==> src/rtl/sweep_sched.sv <==
// Frequency sweep sequencer for the DDS learning mode.
// Steps freq_ctrl from START_FREQ to STOP_FREQ. At each point it waits a settle time, then runs a measurement handshake.
module sweep_sched #(
    parameter int unsigned FREQ_W       = 16,
    parameter int unsigned IDLE_FREQ    = 1,
    parameter int unsigned START_FREQ   = 4,
    parameter int unsigned STOP_FREQ    = 100,
    parameter int unsigned STEP_FREQ    = 1,
    parameter int unsigned SETTLE_CYC   = 50000,
    parameter int unsigned MEAS_TIMEOUT = 5000000
) (
    input  logic              clk_50m,
    input  logic              rst,
    input  logic              start,
    input  logic              abort,
    input  logic              meas_done,
    output logic [FREQ_W-1:0] freq_ctrl,
    output logic              meas_start,
    output logic              busy,
    output logic              done,
    output logic [FREQ_W-1:0] step_idx,
    output logic              timeout_err
);

    localparam int unsigned SUM_W    = FREQ_W + 1;
    localparam int unsigned SETTLE_W = (SETTLE_CYC > 1) ? $clog2(SETTLE_CYC) : 1;
    localparam int unsigned TMO_W    = (MEAS_TIMEOUT > 1) ? $clog2(MEAS_TIMEOUT) : 1;

    localparam logic [FREQ_W-1:0]   IDLE_F      = FREQ_W'(IDLE_FREQ);
    localparam logic [FREQ_W-1:0]   START_F     = FREQ_W'(START_FREQ);
    localparam logic [SUM_W-1:0]    STEP_S      = SUM_W'(STEP_FREQ);
    localparam logic [SUM_W-1:0]    STOP_S      = SUM_W'(STOP_FREQ);
    localparam logic [SETTLE_W-1:0] SETTLE_LAST = SETTLE_W'(SETTLE_CYC - 1);
    localparam logic [TMO_W-1:0]    TMO_LAST    = TMO_W'(MEAS_TIMEOUT - 1);

    typedef enum logic [2:0] {
        S_IDLE,
        S_SETTLE,
        S_MEAS,
        S_NEXT,
        S_DONE
    } state_t;

    state_t              state;
    logic [SETTLE_W-1:0] settle_cnt;
    logic [TMO_W-1:0]    tmo_cnt;
    logic [SUM_W-1:0]    sum;

    // One extra bit catches wrap past the top of the frequency word.
    always_comb begin
        sum = {1'b0, freq_ctrl} + STEP_S;
    end

    always_ff @(posedge clk_50m) begin
        if (rst) begin
            state       <= S_IDLE;
            freq_ctrl   <= IDLE_F;
            meas_start  <= 1'b0;
            busy        <= 1'b0;
            done        <= 1'b0;
            step_idx    <= '0;
            timeout_err <= 1'b0;
            settle_cnt  <= '0;
            tmo_cnt     <= '0;
        end else begin
            meas_start <= 1'b0;
            done       <= 1'b0;
            if (abort && state != S_IDLE) begin
                state     <= S_IDLE;
                freq_ctrl <= IDLE_F;
                busy      <= 1'b0;
            end else begin
                case (state)
                    S_IDLE: begin
                        if (start) begin
                            freq_ctrl   <= START_F;
                            step_idx    <= '0;
                            timeout_err <= 1'b0;
                            settle_cnt  <= '0;
                            busy        <= 1'b1;
                            state       <= S_SETTLE;
                        end
                    end
                    S_SETTLE: begin
                        settle_cnt <= settle_cnt + SETTLE_W'(1);
                        if (settle_cnt == SETTLE_LAST) begin
                            meas_start <= 1'b1;
                            tmo_cnt    <= '0;
                            state      <= S_MEAS;
                        end
                    end
                    S_MEAS: begin
                        // A completion arriving on the timeout cycle still counts as good.
                        if (meas_done) begin
                            state <= S_NEXT;
                        end else if (tmo_cnt == TMO_LAST) begin
                            timeout_err <= 1'b1;
                            state       <= S_NEXT;
                        end else begin
                            tmo_cnt <= tmo_cnt + TMO_W'(1);
                        end
                    end
                    S_NEXT: begin
                        if (sum[FREQ_W] || sum > STOP_S) begin
                            done  <= 1'b1;
                            state <= S_DONE;
                        end else begin
                            freq_ctrl  <= sum[FREQ_W-1:0];
                            step_idx   <= step_idx + FREQ_W'(1);
                            settle_cnt <= '0;
                            state      <= S_SETTLE;
                        end
                    end
                    S_DONE: begin
                        freq_ctrl <= IDLE_F;
                        busy      <= 1'b0;
                        state     <= S_IDLE;
                    end
                    default: begin
                        freq_ctrl <= IDLE_F;
                        busy      <= 1'b0;
                        state     <= S_IDLE;
                    end
                endcase
            end
        end
    end

endmodule

==> config.mk <==
export PLATFORM = sky130hd
export DESIGN_NAME = sweep_sched
export DESIGN_NICKNAME = d
export VERILOG_FILES = /design/src/rtl/sweep_sched.sv
export SDC_FILE = /design/constraint.sdc
export NUM_CORES = 1
export LEC_CHECK = 0
export ABC_AREA = 1
export CORE_ASPECT_RATIO = 0.6
export CORE_MARGIN = 5
export CORE_UTILIZATION = 40
export DETAILED_ROUTE_END_ITERATION = 16
export DONT_BUFFER_PORTS = 1
export GPL_ROUTABILITY_DRIVEN = 0
export HOLD_SLACK_MARGIN = 0.08
export PLACE_DENSITY = 0.64
export SYNTH_ARGS = -nofsm -noshare
export SYNTH_HDL_FRONTEND = slang
export SYNTH_SLANG_ARGS = --single-unit
export TNS_END_PERCENT = 50
==> constraint.sdc <==
create_clock -name clk_50m -period 4.52 [get_ports clk_50m]
set_input_delay 0.678 -clock clk_50m [delete_from_list [all_inputs] [get_ports clk_50m]]
set_output_delay 0.678 -clock clk_50m [all_outputs]
set_load 0.1 [all_outputs]
==> flow_summary.ini, run 1 <==
[status]
status = completed

[pwr]
power_mw = 2.21
vdd_drop_max_mv = 0.228
power-per-cell-area_nw_per_um2 = 396
leakage_nw = 1.91

[placement]
portBuffers = 0
dp.cells = 946
dp_slack_ps = 1940
postPlaceCellArea_um2 = 5300
place_hpwl_um = 9760

[cells_and_area]
final_cells = 962
fillers = 1311
final_cell_mix = nand2_1 (205), nor2_1 (115), dfxtp_1 (78)
post_route_cells_drive_above_1_share_pct = 9.03
design_area_um2 = 5570
fin_nets = 802
final_util_pct = 45.5
insertedDiodeCount = 0
area_growth_pct = 9.68
mostFrequentLayoutCell = nand2_1

[critical_path]
crit_path_end_kind = flip-flop
crit_start = state[0]
worstRegToRegCells = 8
worstPathMaxFanout = 16
r2r_slack_ps = 1900
reg2reg_from = state[0]
crit_type = flip-flop to flip-flop
required_ps = 4750
worstSetupStartpointType = flip-flop
crit_arrival_ps = 2850
reg2reg_to = settle_cnt[1]

[clock_tree]
cts_hold_buf = 0
cts_setup_buffers = 0
cts.path.max_buffers = 2
htreeDepth = 3
cts-resized-gates = 0
clk_pin_slew_worst_paths_ps = 60
cts_tree = built
numCtsBuffers = 9
root_buffer = clkbuf_16
cts_sinks = 78
clock_latency_ps = 340

[hold_path]
hold_class = primary input to flip-flop
worstHoldStart = rst
holdPathStages = 1
worstHoldEndpoint = tmo_cnt[11]

[global_route]
grt_max_degree = 53
grt_pass1_vias = 4389
antenna_found_initial = 0
grt_pass1_wl_um = 22500
grtUsageTotal_pct = 17.9
grt-ovfl-total = 0

[synth]
synth.distinct_cells = 35
synth_area_um2 = 5080
synth_edf_count = 0
synthArstFlopShare_pct = 0
seq_area_frac_synth_pct = 30.7
synth-main-ff-cell = dfxtp_1
avgSynthCellArea_um2 = 6.50
synth-seq-cells = 78
netlist_instances = 782
ys.warnings.count = 0
syn_nets = 792

[sta]
fin_skew_ps = 6.52
finalSetupViolCount = 0
fin_crit_ps = 2620
maxSlewViolCount = 0
finalHoldViolations = 0
fin_tns_setup_ps = 0
period_share_pct = 58.0
max_freq_mhz = 381
rsz0062_at_grt = false
slew_headroom_pct = 23.5
worst_slew_pin_slew_ps = 1150
fin_hold_ws_ps = 407
setup_ws_ps = 1900

[routing]
wl_per_cell_um = 13.9
drc = 0
ant_nets = 0
drt-vias-per-instance = 5.14
firstDrtPassIters = 5
routed_wl_um = 13400
dr_total_vias = 4940
drtIter0Drc = 415

[floorplan]
num_rows = 31
dieArea_um2 = 15100
initial_core_util_pct = 41.5
die_h_um = 97.3
die_x_um = 156
core_area_um2 = 12300
io-pin-count = 41

[flow_run]
cap_violations = 0
[how the worst max path moves through the flow]
stage	end	slack, ps	depth (start not counted)
global route	tmo_cnt[9]	1670	11
floorplan	step_idx[4]	1680	15
finish	settle_cnt[1]	1900	8
CTS	settle_cnt[1]	1930	8
detailed placement	settle_cnt[1]	1940	8
global placement	settle_cnt[1]	1930	8
[critical path, stage by stage, from the launching register on]
cell and delay, ps:
dfxtp_1 390, inv_1 70, or2_4 270, nor2_8 240, inv_1 300, a21oi_2 730, nand2_4 260, nand2_1 180
nor2_1 60
[power breakdown]
group          total [mW]  leakage [nW]  switching [mW]  internal, mW
Combinational       0.717          1.16           0.567         0.151
Sequential          0.813         0.630          0.0911         0.722
Clock               0.679         0.124           0.293         0.386
[routing by layer]
metal  share of wire (%)  GRT usage [%]
met3                 8.4           4.45
met1                  54           29.0
met5                   0              0
met2                  37           22.8
met4                 1.0           3.97
[area by class of cell]
| class | count | area (um2) | share of cell area, % |
|---|---|---|---|
| clock buffers | 11 | 243 | 4.35 |
| well taps | 165 | 206 | 3.70 |
| multi-input cells | 609 | 3090 | 55.4 |
| clock inverters | 5 | 35.0 | 0.629 |
| inverters | 71 | 267 | 4.78 |
| repair buffers | 23 | 173 | 3.10 |
| flip-flops and latches | 78 | 1560 | 28.0 |
[synthesized netlist by cell type, drive strengths merged, types with 4 or more instances]
master  instances  area (um2)
nor3           27         158
xor2           38         333
nand3          71         370
nand2         216         872
xnor2           6        52.6
inv            71         267
nand4          37         231
buf            13         124
nor4            4        25.0
o21bai          4        30.0
ha              5        62.6
clkbuf         11        41.3
dfxtp          78        1560
o21ai           4        20.0
a21oi          64         332
nor2          125         543
[sequential cells by signal, indices dropped and copies added, names as in the netlist]
name and cells:
busy 1, settle_cnt 16, meas_start 1, freq_ctrl 16, tmo_cnt 23, timeout_err 1
state 3, step_idx 16, done 1
[kinds of logic after synthesis]
family | after synthesis | share of synthesized area (%)
compound gates | 73 | 7.66
buf+inv | 95 | 8.49
fa+ha+maj | 5 | 1.23
xor+xnor | 44 | 7.58
flops | 78 | 30.7
simple gates | 487 | 44.3
No activity file was read; power rests on OpenSTA's default activity.
==> inputs of run 2 (changes only) <==
clock period = 2.6 ns   (was 4.52 ns; I/O delays follow)
==> run 2 against run 1 <==
Sequential share of layout area is 0.34 points lower. Count of clock-buffer cells in the layout is 1 higher. Critical path depth rose by 7. Global-route usage is 0.057 points lower. First-iteration DRC count grew 8.7%. Worst setup slack got worse by 1600 ps. Flip-flop and latch count did not move. Cell count is 1.5% higher. Register-to-register slack got worse by 1600 ps. Largest cell class unchanged. Highest routed layer unchanged.
==> flow_summary.ini, run 2 (synthesized netlist as in run 1, its figures left out) <==
[status]
status = completed

[cells_and_area]
seq_area_um2 = 1570
area_growth_pct = 11.8
insertedDiodeCount = 0
largest_reg_flops = 23
final_cells = 976
fin_nets = 818
final_util_pct = 46.4
top_register = tmo_cnt
post_route_cells_drive_above_1_share_pct = 11.6
fillers = 1274
multi_input_area_um2 = 3090
final_cell_mix = nand2_1 (205), nor2_1 (115), dfxtp_1 (69)
mostFrequentLayoutCell = nand2_1

[critical_path]
crit_type = flip-flop to flip-flop
max_stage_delay_ps = 390
required_ps = 2870
crit_arrival_ps = 2600
worstPathMaxFanout = 36
crit_chain = ha_1, nand2_2, nor2_4, nand3_1, nand2_1, nand2_1, nor2_1, nand2_1, nor2_4, nand2_4, nand2_8, nand2_4, nand2_1, nand2_1, nor2_1
r2r_slack_ps = 270
cpMaxStageDelayCell = dfxtp_2
worstSetupStartpointType = flip-flop
path_buf_inv = 0
cp_top_family = simple AND/OR/NAND/NOR gates
cp_common_cell = nand2_1
crit_path_end_kind = flip-flop

[pwr]
p_int_mw = 2.25
vdd_drop_max_mv = 0.442
p_sw_share_pct = 41.6
leakage_nw = 2.00
p_comb_share_pct = 35.2
p_seq_share_pct = 35.9
p_switching_mw = 1.60
power-per-cell-area_nw_per_um2 = 676
clkPwrFrac_pct = 28.9

[clock_tree]
numCtsBuffers = 9
cts_tree = built
cts_setup_buffers = 0
root_buffer = clkbuf_16
cts_hold_buf = 0
cts.path.max_buffers = 2
htreeDepth = 3
clock_latency_ps = 330
clk_pin_slew_worst_paths_ps = 60
cts-resized-gates = 0
cts_sinks = 78

[global_route]
antenna_found_initial = 0
grt_pass1_vias = 4229
grtUsageTotal_pct = 17.8
grt_max_degree = 53
grt_pass1_wl_um = 22400
grt-ovfl-total = 0

[floorplan]
initial_core_util_pct = 41.5
num_rows = 31
die_h_um = 97.3
dieArea_um2 = 15100
die_x_um = 156
io-pin-count = 41
core_area_um2 = 12300

[routing]
drtIter0Drc = 451
dr_total_vias = 4992
drt-vias-per-instance = 5.11
firstDrtPassIters = 5
routed_wl_um = 13300
drc = 0
wl_per_cell_um = 13.6
ant_nets = 0

[sta]
finalSetupViolCount = 0
fin_hold_ws_ps = 129
rsz0062_at_grt = false
fin_tns_setup_ps = 0
worst_slew_pin_slew_ps = 984
fin_crit_ps = 2330
slew_headroom_pct = 34.3
maxSlewViolCount = 0
finalHoldViolations = 0
max_freq_mhz = 430
period_share_pct = 89.5
fin_skew_ps = 7.85
setup_ws_ps = 272

[placement]
place_hpwl_um = 9890
portBuffers = 0
dp_slack_ps = 290
dp.cells = 962

[hold_path]
hold_class = primary input to flip-flop

[flow_run]
cap_violations = 0
run 2: changes by cell type in the layout (fill, tap and decap cells not counted), sizes merged:
cell and change:
clkbuf +1, clkinvlp -4, buf +16, clkinv +1
run 2: worst paths after layout:
| check | start | end | cells past startpoint |
|---|---|---|---|
| min reg2reg | settle_cnt[5] | settle_cnt[5] | 2 |
| min | rst | tmo_cnt[13] | 1 |
| max | freq_ctrl[0] | settle_cnt[1] | 15 |
| max reg2reg | freq_ctrl[0] | settle_cnt[1] | 15 |
run 2: worst register-to-register path, stage by stage, from the launching register on:
cell     delay (ps)
dfxtp_2         390
ha_1            240
nand2_2          80
nor2_4          220
nand3_1         160
nand2_1          90
nand2_1          50
nor2_1           80
nand2_1          90
nor2_4          120
nand2_4          70
nand2_8         230
nand2_4         210
nand2_1         120
nand2_1          50
nor2_1           70
run 2: layout make-up:
cell class	instances	share of cell area, %
Timing Repair Buffer	39	5.15
Clock inverter	2	0.176
Sequential cell	78	27.7
Multi-Input combinational cell	609	54.3
Tap cell	165	3.63
Clock buffer	12	4.34
Inverter	71	4.69
run 2: per-stage QoR:
stage,power [mW],area (um2)
2_1_floorplan,2.51,5090
3_3_place_gp,2.76,5430
3_5_place_dp,2.76,5430
4_1_cts,3.88,5680
5_1_grt,4.08,5680
6_report,3.84,5680
run 2: power groups by stage:
stage / clock [mW] / combinational (mW) / sequential [mW]
2_1_floorplan: 0 / 0.939 / 1.58
3_3_place_gp: 0 / 1.36 / 1.41
3_5_place_dp: 0 / 1.35 / 1.41
4_1_cts: 1.15 / 1.36 / 1.38
5_1_grt: 1.20 / 1.48 / 1.40
6_report: 1.11 / 1.35 / 1.38
run 2: metal layers:
layer | wire length, um | track usage, % | up-vias | part of all wire [%]
met1 | 7490 | 30.4 | 2204 | 56
met3 | 1090 | 4.72 | 9 | 8.2
li1 | - | - | 2601 | -
met2 | 4600 | 20.9 | 178 | 35
met5 | 0 | 0 | - | 0
met4 | 137 | 3.43 | 0 | 1.0
